`src/rtl/uart_writer_pkg.sv`:
```
// Shared types and helpers for the UART block writer.
// State encoding, byte width and a width helper.
package uart_writer_pkg;

   localparam int BYTE_W = 8;

   typedef enum logic [1:0] {
      IDLE,
      SKIP,
      LOAD,
      DONE
   } state_t;

   // Index width for n values, never below one bit.
   function automatic int clog2(input int n);
      int r;
      r = 1;
      while ((1 << r) < n) r++;
      return r;
   endfunction

endpackage

```
`src/rtl/uart_block_writer_packer.sv`:
```
// Byte packer: assembles lanes into a word and emits a
// one-cycle word_valid with the registered word.
module byte_packer
   import uart_writer_pkg::*;
#(
   parameter int BPW = 1,
   parameter bit LE  = 1'b1
) (
   input  logic                  clk,
   input  logic                  rst_n,
   input  logic                  clear,
   input  logic                  tick,
   input  logic [BYTE_W-1:0]     data,
   output logic                  word_valid,
   output logic [BPW*BYTE_W-1:0] word
);

   localparam int LW = clog2(BPW);
   localparam logic [LW-1:0] LAST_LANE = LW'(BPW - 1);

   logic [LW-1:0]         lane_cnt;
   logic [LW-1:0]         pos;
   logic [BPW*BYTE_W-1:0] asm_q;
   logic [BPW*BYTE_W-1:0] asm_n;
   logic                  last;

   assign last = (lane_cnt == LAST_LANE);
   assign pos  = LE ? lane_cnt : LAST_LANE - lane_cnt;

   always_comb begin
      asm_n = asm_q;
      asm_n[pos*BYTE_W +: BYTE_W] = data;
   end

   always_ff @(posedge clk or negedge rst_n) begin
      if (!rst_n) begin
         lane_cnt   <= '0;
         asm_q      <= '0;
         word       <= '0;
         word_valid <= 1'b0;
      end else begin
         word_valid <= 1'b0;
         if (clear) begin
            lane_cnt <= '0;
            asm_q    <= '0;
         end else if (tick) begin
            if (last) begin
               lane_cnt   <= '0;
               asm_q      <= '0;
               word       <= asm_n;
               word_valid <= 1'b1;
            end else begin
               lane_cnt <= lane_cnt + 1'b1;
               asm_q    <= asm_n;
            end
         end
      end
   end

endmodule

```
`src/rtl/uart_block_writer.sv`:
```
// UART-to-RAM loader: skips a header, packs bytes into
// words and writes DEPTH words from address 0.
module uart_block_writer
   import uart_writer_pkg::*;
#(
   parameter int BYTES_PER_WORD = 1,
   parameter int ADDR_W         = 16,
   parameter int DEPTH          = 65536,
   parameter int HEADER_BYTES   = 16,
   parameter bit LITTLE_ENDIAN  = 1'b1
) (
   input  logic                             clk,
   input  logic                             rst_n,
   input  logic                             start,
   input  logic                             rx_tick,
   input  logic [BYTE_W-1:0]                rx_data,
   output logic                             wen,
   output logic [ADDR_W-1:0]                waddr,
   output logic [BYTE_W*BYTES_PER_WORD-1:0] wdata,
   output logic                             busy,
   output logic                             fin
);

   localparam int HW = clog2(HEADER_BYTES + 1);
   localparam logic [HW-1:0]   HDR_LAST = HW'(HEADER_BYTES - 1);
   localparam logic [ADDR_W:0] LAST     = (ADDR_W + 1)'(DEPTH - 1);

   state_t          state;
   logic [HW-1:0]   hdr_cnt;
   logic [ADDR_W:0] word_cnt;
   logic            pk_tick;

   // Extra counter bit keeps DEPTH = 2**ADDR_W from wrapping.
   assign waddr   = word_cnt[ADDR_W-1:0];
   assign pk_tick = rx_tick && (state == LOAD) && !start;

   byte_packer #(
      .BPW (BYTES_PER_WORD),
      .LE  (LITTLE_ENDIAN)
   ) u_packer (
      .clk        (clk),
      .rst_n      (rst_n),
      .clear      (start),
      .tick       (pk_tick),
      .data       (rx_data),
      .word_valid (wen),
      .word       (wdata)
   );

   always_ff @(posedge clk or negedge rst_n) begin
      if (!rst_n) begin
         state    <= IDLE;
         hdr_cnt  <= '0;
         word_cnt <= '0;
         busy     <= 1'b0;
         fin      <= 1'b0;
      end else if (start) begin
         state    <= (HEADER_BYTES > 0) ? SKIP : LOAD;
         hdr_cnt  <= '0;
         word_cnt <= '0;
         busy     <= 1'b1;
         fin      <= 1'b0;
      end else begin
         unique case (state)
            SKIP: begin
               if (rx_tick) begin
                  if (hdr_cnt == HDR_LAST) begin
                     state   <= LOAD;
                     hdr_cnt <= '0;
                  end else begin
                     hdr_cnt <= hdr_cnt + 1'b1;
                  end
               end
            end
            LOAD: begin
               if (wen) begin
                  if (word_cnt == LAST) begin
                     state    <= DONE;
                     word_cnt <= '0;
                     busy     <= 1'b0;
                     fin      <= 1'b1;
                  end else begin
                     word_cnt <= word_cnt + 1'b1;
                  end
               end
            end
            default: ;
         endcase
      end
   end

endmodule

```
`config.mk`:
```
export PLATFORM = sky130hd
export DESIGN_NAME = uart_block_writer
export DESIGN_NICKNAME = d
export VERILOG_FILES = /design/src/rtl/uart_writer_pkg.sv /design/src/rtl/uart_block_writer_packer.sv /design/src/rtl/uart_block_writer.sv
export SDC_FILE = /design/constraint.sdc
export NUM_CORES = 1
export LEC_CHECK = 0
export ABC_AREA = 1
export BUFFER_PORTS_ARGS = -buffer_cell sky130_fd_sc_hd__buf_4
export CAP_MARGIN = 0
export CELL_PAD_IN_SITES_DETAIL_PLACEMENT = 0
export CELL_PAD_IN_SITES_GLOBAL_PLACEMENT = 2
export CORE_AREA = 2 2 84 86
export DETAILED_ROUTE_END_ITERATION = 10
export DIE_AREA = 0 0 86 88
export GPL_ROUTABILITY_DRIVEN = 0
export PLACE_DENSITY = 0.8
export SYNTH_ARGS = -nofsm -noshare
export SYNTH_HDL_FRONTEND = slang
export SYNTH_HIERARCHICAL = 1
export SYNTH_SLANG_ARGS = --single-unit
export TNS_END_PERCENT = 5
```
`constraint.sdc`:
```
create_clock -name clk -period 1.64 [get_ports clk]
set_input_delay 0.082 -clock clk [delete_from_list [all_inputs] [get_ports clk]]
set_output_delay 0.082 -clock clk [all_outputs]
set_load 0.02 [all_outputs]
```
* Word-level counts from Yosys, hierarchy flattened
Cells that the tools add are included.
** Word-level totals
- Register bits after elaboration :: 44
- Input bits :: 12
- Output and inout port bits :: 27
- Logic and storage cells :: 72
** Cells by class
- $add $sub $neg :: 4
- Eq/ne operators :: 8
- Shift operators :: 2
- Muxes and demuxes :: 32
- Bitwise logic cells :: 2
- Reduce and logical (&&, ||, !) cells :: 15
** Operators with widths (count)
- 2-to-1 mux 17 bit :: 4
- negator 4 -> 34 bit :: 1
- variable shift 8 x 34 -> 8 bit (first input constant) :: 1
- variable part select 8 x 34 -> 8 bit :: 1
- 2-to-1 mux 8 bit :: 3
- 2-to-1 mux 5 bit :: 4
- adder 17 x 1 -> 17 bit (second input constant) :: 1
- equality test 17 x 16 -> 1 bit (second input constant) :: 1
- 2-to-1 mux 1 bit :: 14
- nonzero test 2 bit :: 6
- 2-to-1 mux 2 bit :: 5
- bitwise mux 8 bit :: 1
- inequality test 3 x 2 -> 1 bit (second input constant) :: 2
- inequality test 3 bit (second input constant) :: 2
- AND reduction 3 bit :: 2
- adder 5 x 1 -> 5 bit (second input constant) :: 1
- equality test 5 x 4 -> 1 bit (second input constant) :: 1
- AND reduction 5 bit :: 1
- case mux 2 bit (2 select lines) :: 1
- AND reduction 2 bit :: 2
- nonzero test 3 bit :: 1
- equality test 2 x 1 -> 1 bit (second input constant) :: 1
- equality test 2 bit (second input constant) :: 1
- logical AND 1 bit :: 2
- other kinds (3) :: 4

* Logic depth before layout (Yosys ltp)
- Depth after elaboration :: 6
- Depth in mapped cells :: 10
- Depth with buffers taken out :: 10

* Hierarchy
Netlist, hierarchy kept.
** Modules (own cells, without submodules)
- uart_block_writer :: times used 1, cells each 218, area an instance 1642.8 µm², sequential area each 650.6 µm²
- byte_packer :: times used 1, cells each 37, area an instance 371.6 µm², sequential area each 225.2 µm²

* Worst setup path before layout
Ideal clock, no wire load.
- Path type :: reg2reg
- Start :: register word_cnt[0]
- End :: register word_cnt[4]
- Setup time :: 118 ps
- Arrival time :: 1281 ps
- Required time :: 1522 ps
- Setup slack :: 241 ps
- Cell stages (with the launch flop) :: 11
- Period minus slack after synthesis :: 1399 ps
- Cell sequence :: dfrtp_1 > ha_1 > inv_1 > nor2_2 > nand2_2 > inv_2 > nand3_4 > nand2_2 > nand2_2 > clkinv_4 > nor2_1
** Between the ends
- Word-level cells in the longest chain between the ends :: 5
- Elaborated cells between the ends (all ways) :: 6
** RTL lines
- from (decl) :: line uart_block_writer.sv:30 : logic [ADDR_W:0] word_cnt;
- from (signal assigned) :: line uart_block_writer.sv:83 : word_cnt <= word_cnt + 1'b1;
- adder 17 x 1 -> 17 bit or equality test 17 x 16 -> 1 bit (tied branches) :: line uart_block_writer.sv:83, uart_block_writer.sv:77
- 2-to-1 mux 17 bit * :: line uart_block_writer.sv:77 : if (word_cnt == LAST) begin
- 2-to-1 mux 17 bit * :: line uart_block_writer.sv:76 : if (wen) begin
- 2-to-1 mux 17 bit * :: line uart_block_writer.sv:64 : unique case (state)
- 2-to-1 mux 17 bit * :: line uart_block_writer.sv:57 : end else if (start) begin
Every way passes the cells marked *; elsewhere a longest branch is shown, timed or not. The select of a mux whose other input is x is not followed.
A chain may end at the register's enable or synchronous reset.

* Worst setup path in the final report
- Start :: register word_cnt[1]
- End :: register word_cnt[10]
Same word-level chain as after synthesis.

==> run_results.csv <==
group,metric,value,unit
global_routing,grt_max_degree,36,
setup_path,crit_slowest_cell,"dfrtp_1",
placement,place_area,2335,um^2
synthesis,ys_ff_latch,35,
clock_tree,clock_path_buffers,2,
timing,slew_viol_final,0,
cells_and_area,syn2layout_area_growth,20.56,%
synthesis,ys_warn_count,6,
detailed_routing,drt-wirelength-per-cell,11.94,um
setup_path,max_stage_delay,0.35,ns
floorplan,die-width,86,um
pwr,leakage,1.178,nW
floorplan,core-area,6644,um^2
setup_path,critPathMaxFanout,8,
timing,max_slew.worst_pin.slew,0.4669,ns
placement,io_buffers,38,
cells_and_area,final.fill_count,718,
pwr,vdd_drop_max,0.0004653,V
cells_and_area,final_common_cell,"nand2_1",
synthesis,synth_edf_count,0,
detailed_routing,dr.pass1.iters,4,
cells_and_area,postLayoutCellArea,2429,um^2
floorplan,die_area,7568,um^2
setup_path,cp-end-kind,"flop",
detailed_routing,routed_wirelength,4464,um
floorplan,start_util,30.32,%
timing,fin_crit_sh,89.93,%
setup_path,worstSetupPathType,"flop to flop",
clock_tree,cts-root-buf,"clkbuf_8",
setup_path,reg2reg_from,"word_cnt[1]",
setup_path,r2r_cells,10,
setup_path,path_delay_family,"simple AND/OR/NAND/NOR gates",
timing,setup_violations,0,
synthesis,synth.avg_cell_area,7.900,um^2
flow_run,drv_cap,0,
setup_path,r2r_slack,0.17,ns
global_routing,grt_pass1_vias,1660,
clock_tree,cts_setup_buffers,0,
cells_and_area,nets,307,
detailed_routing,drc,0,
placement,hpwlAfterDp,3335,um
synthesis,ys.flop_type,"dfrtp_1",
setup_path,crit_chain,"ha_1 > inv_1 > nor2_2 > nand2_2 > inv_2 > nand3_4 > nand2_2 > nand2_2 > clkinv_4 > nor2_1",
clock_tree,numCtsBuffers,5,
synthesis,synth_seq_area_share,43.48,%
run_status,status,"finished clean",
clock_tree,clock_latency,0.29,ns
detailed_routing,routed_via_density,4.401,
cells_and_area,drive_gt1_share,26.87,%
detailed_routing,antenna_left,0,
setup_path,crit_arrival,1.66,ns
floorplan,rows,30,
timing,rsz0062_at_grt,"false",
cells_and_area,antenna_cells,0,
detailed_routing,vias,1646,
setup_path,cp-start-kind,"flop",
clock_tree,clkTransAtPathRegs,0.08,ns
pwr,finalPower,2.354,mW
timing,final-hold-violation-count,0,
min_path,worstHoldStart,"rx_data[7]",
min_path,whs_path_depth,3,
timing,slew_headroom,68.88,%
timing,skew,0.006371,ns
synthesis,syn_nets,269,
setup_path,crit_top_cell,"nand2_2",
timing,setup_tns,0,ns
pwr,p_per_area,969.1,nW/um^2
timing,min_period,1.475,ns
clock_tree,cts_max_level,2,
clock_tree,cts_sinks,35,
floorplan,die_h,88,um
global_routing,grtUsageTotal,12.79,%
cells_and_area,stdcell_count,374,
floorplan,io_pins,39,
timing,fmax,678.0,MHz
setup_path,path_buf_inv,3,
setup_path,worst_r2r_endpoint,"word_cnt[10]",
detailed_routing,first_iter_violations,68,
global_routing,antenna_found_initial,0,
synthesis,syn_area,2014,um^2
setup_path,cp.required,1.82,ns
synthesis,synthCells,255,
synthesis,synth.distinct_cells,32,
global_routing,grt_pass1_wl,7686,um
min_path,min_path_type,"primary input to flop",
cells_and_area,most-common-layout-cells,"nand2_1, buf_4, dfrtp_1, inv_1, nor2_1",
min_path,worstHoldEndpoint,"u_packer/word[7]",
global_routing,grt-ovfl-total,0,
synthesis,async_reset_ff_share,100.0,%
placement,dp_cells,365,
clock_tree,cts_tree,"built",
-- cells in the mapped netlist, types with 2 or more instances --
master     n  area (um^2)
nand2_2    8        50.05
nor2_2     2        12.51
xor2_1     3        26.28
ha_1       2        25.02
o21ai_0    9        45.04
nor2_1    23        86.33
nor3_1     4        20.02
o21ai_1    4        20.02
nand3_1   20        100.1
o21bai_1   2        15.01
nor2_4     3        33.78
a21oi_1    4        20.02
a31oi_1    2        12.51
inv_1     29        108.9
nand4_1    9        56.30
buf_4     16        120.1
nand2_1   65        244.0
dfrtp_1   35        875.8
buf_6      2        22.52
-- repair_timing --
item | 4_1_cts | 5_1_grt
hold endpoints to repair | 35 | 0
resized for setup | 0 | 0
hold buffers | 1 | 0
-- report_power, final --
part | switching, mW | internal [mW] | leakage, nW
Clock | 0.329 | 0.291 | 0.0477
Sequential | 0.0826 | 0.999 | 0.468
Combinational | 0.392 | 0.259 | 0.662
Total | 0.804 | 1.55 | 1.18
-- cell type report --
cell class / instances / area (um^2) / area share, %
clock inverter: 3 / 15.01 / 0.6182
sequential: 35 / 875.8 / 36.06
tap: 80 / 100.1 / 4.122
clock buffer: 5 / 68.82 / 2.834
inverter: 33 / 132.6 / 5.461
timing repair buffer: 50 / 377.9 / 15.56
multi-input combinational: 168 / 858.3 / 35.34
-- sequential cells by signal, summed over array words and instances, names as in the netlist --
register             cells
u_packer/word            8
u_packer/word_valid      1
busy                     1
fin                      1
word_cnt                17
hdr_cnt                  5
state                    2
-- worst max path at each step --
| stage | end | slack [ns] | start | depth (start not counted) |
|---|---|---|---|---|
| floorplan | word_cnt[4] | 0.24 | word_cnt[0] | 10 |
| global placement | word_cnt[4] | 0.19 | word_cnt[0] | 10 |
| detailed placement | word_cnt[10] | 0.16 | word_cnt[1] | 10 |
| CTS | word_cnt[7] | 0.15 | word_cnt[1] | 10 |
| global route | word_cnt[2] | 0.02 | word_cnt[1] | 10 |
| finish | word_cnt[10] | 0.17 | word_cnt[1] | 10 |
-- kinds of logic (layout without fill, tap and decap cells) --
kind of cell / after synthesis / in the layout / synth area share [%]
xor gates and xnor gates: 4 / 4 / 1.739
AOI/OAI and AO/OA: 24 / 24 / 7.205
DFF: 35 / 35 / 43.48
adders and majority gates: 2 / 2 / 1.242
buffers and inverters: 52 / 91 / 13.91
and+or+nand+nor: 138 / 138 / 32.42
-- per-layer routing --
layer  share of wire [%]  up-vias  track usage, %
li1                    -      867               -
met3                 6.0        4           3.676
met2                  45       42           20.51
met5                   0        -               0
met1                  48      733           16.93
met4                0.69        0           3.463
-- worst reg2reg max path: stages (launching register included) --
cell and delay [ns]:
dfrtp_1 0.35, ha_1 0.16, inv_1 0.05, nor2_2 0.19, nand2_2 0.11, inv_2 0.10
nand3_4 0.09, nand2_2 0.08, nand2_2 0.09, clkinv_4 0.10, nor2_1 0.05
-- metrics by stage --
stage | hold WS (ns) | utilization [%] | setup slack (ns)
after floorplan | -0.2136 | - | 0.2410
after global placement | 0.07264 | 35.14 | 0.1865
after detailed placement | 0.07990 | 35.14 | 0.1599
after CTS | 0.007390 | 36.55 | 0.1482
after global routing | 0.01253 | 36.55 | 0.01838
final | 0.01328 | 36.55 | 0.1652
(Power assumes the default switching activity.)
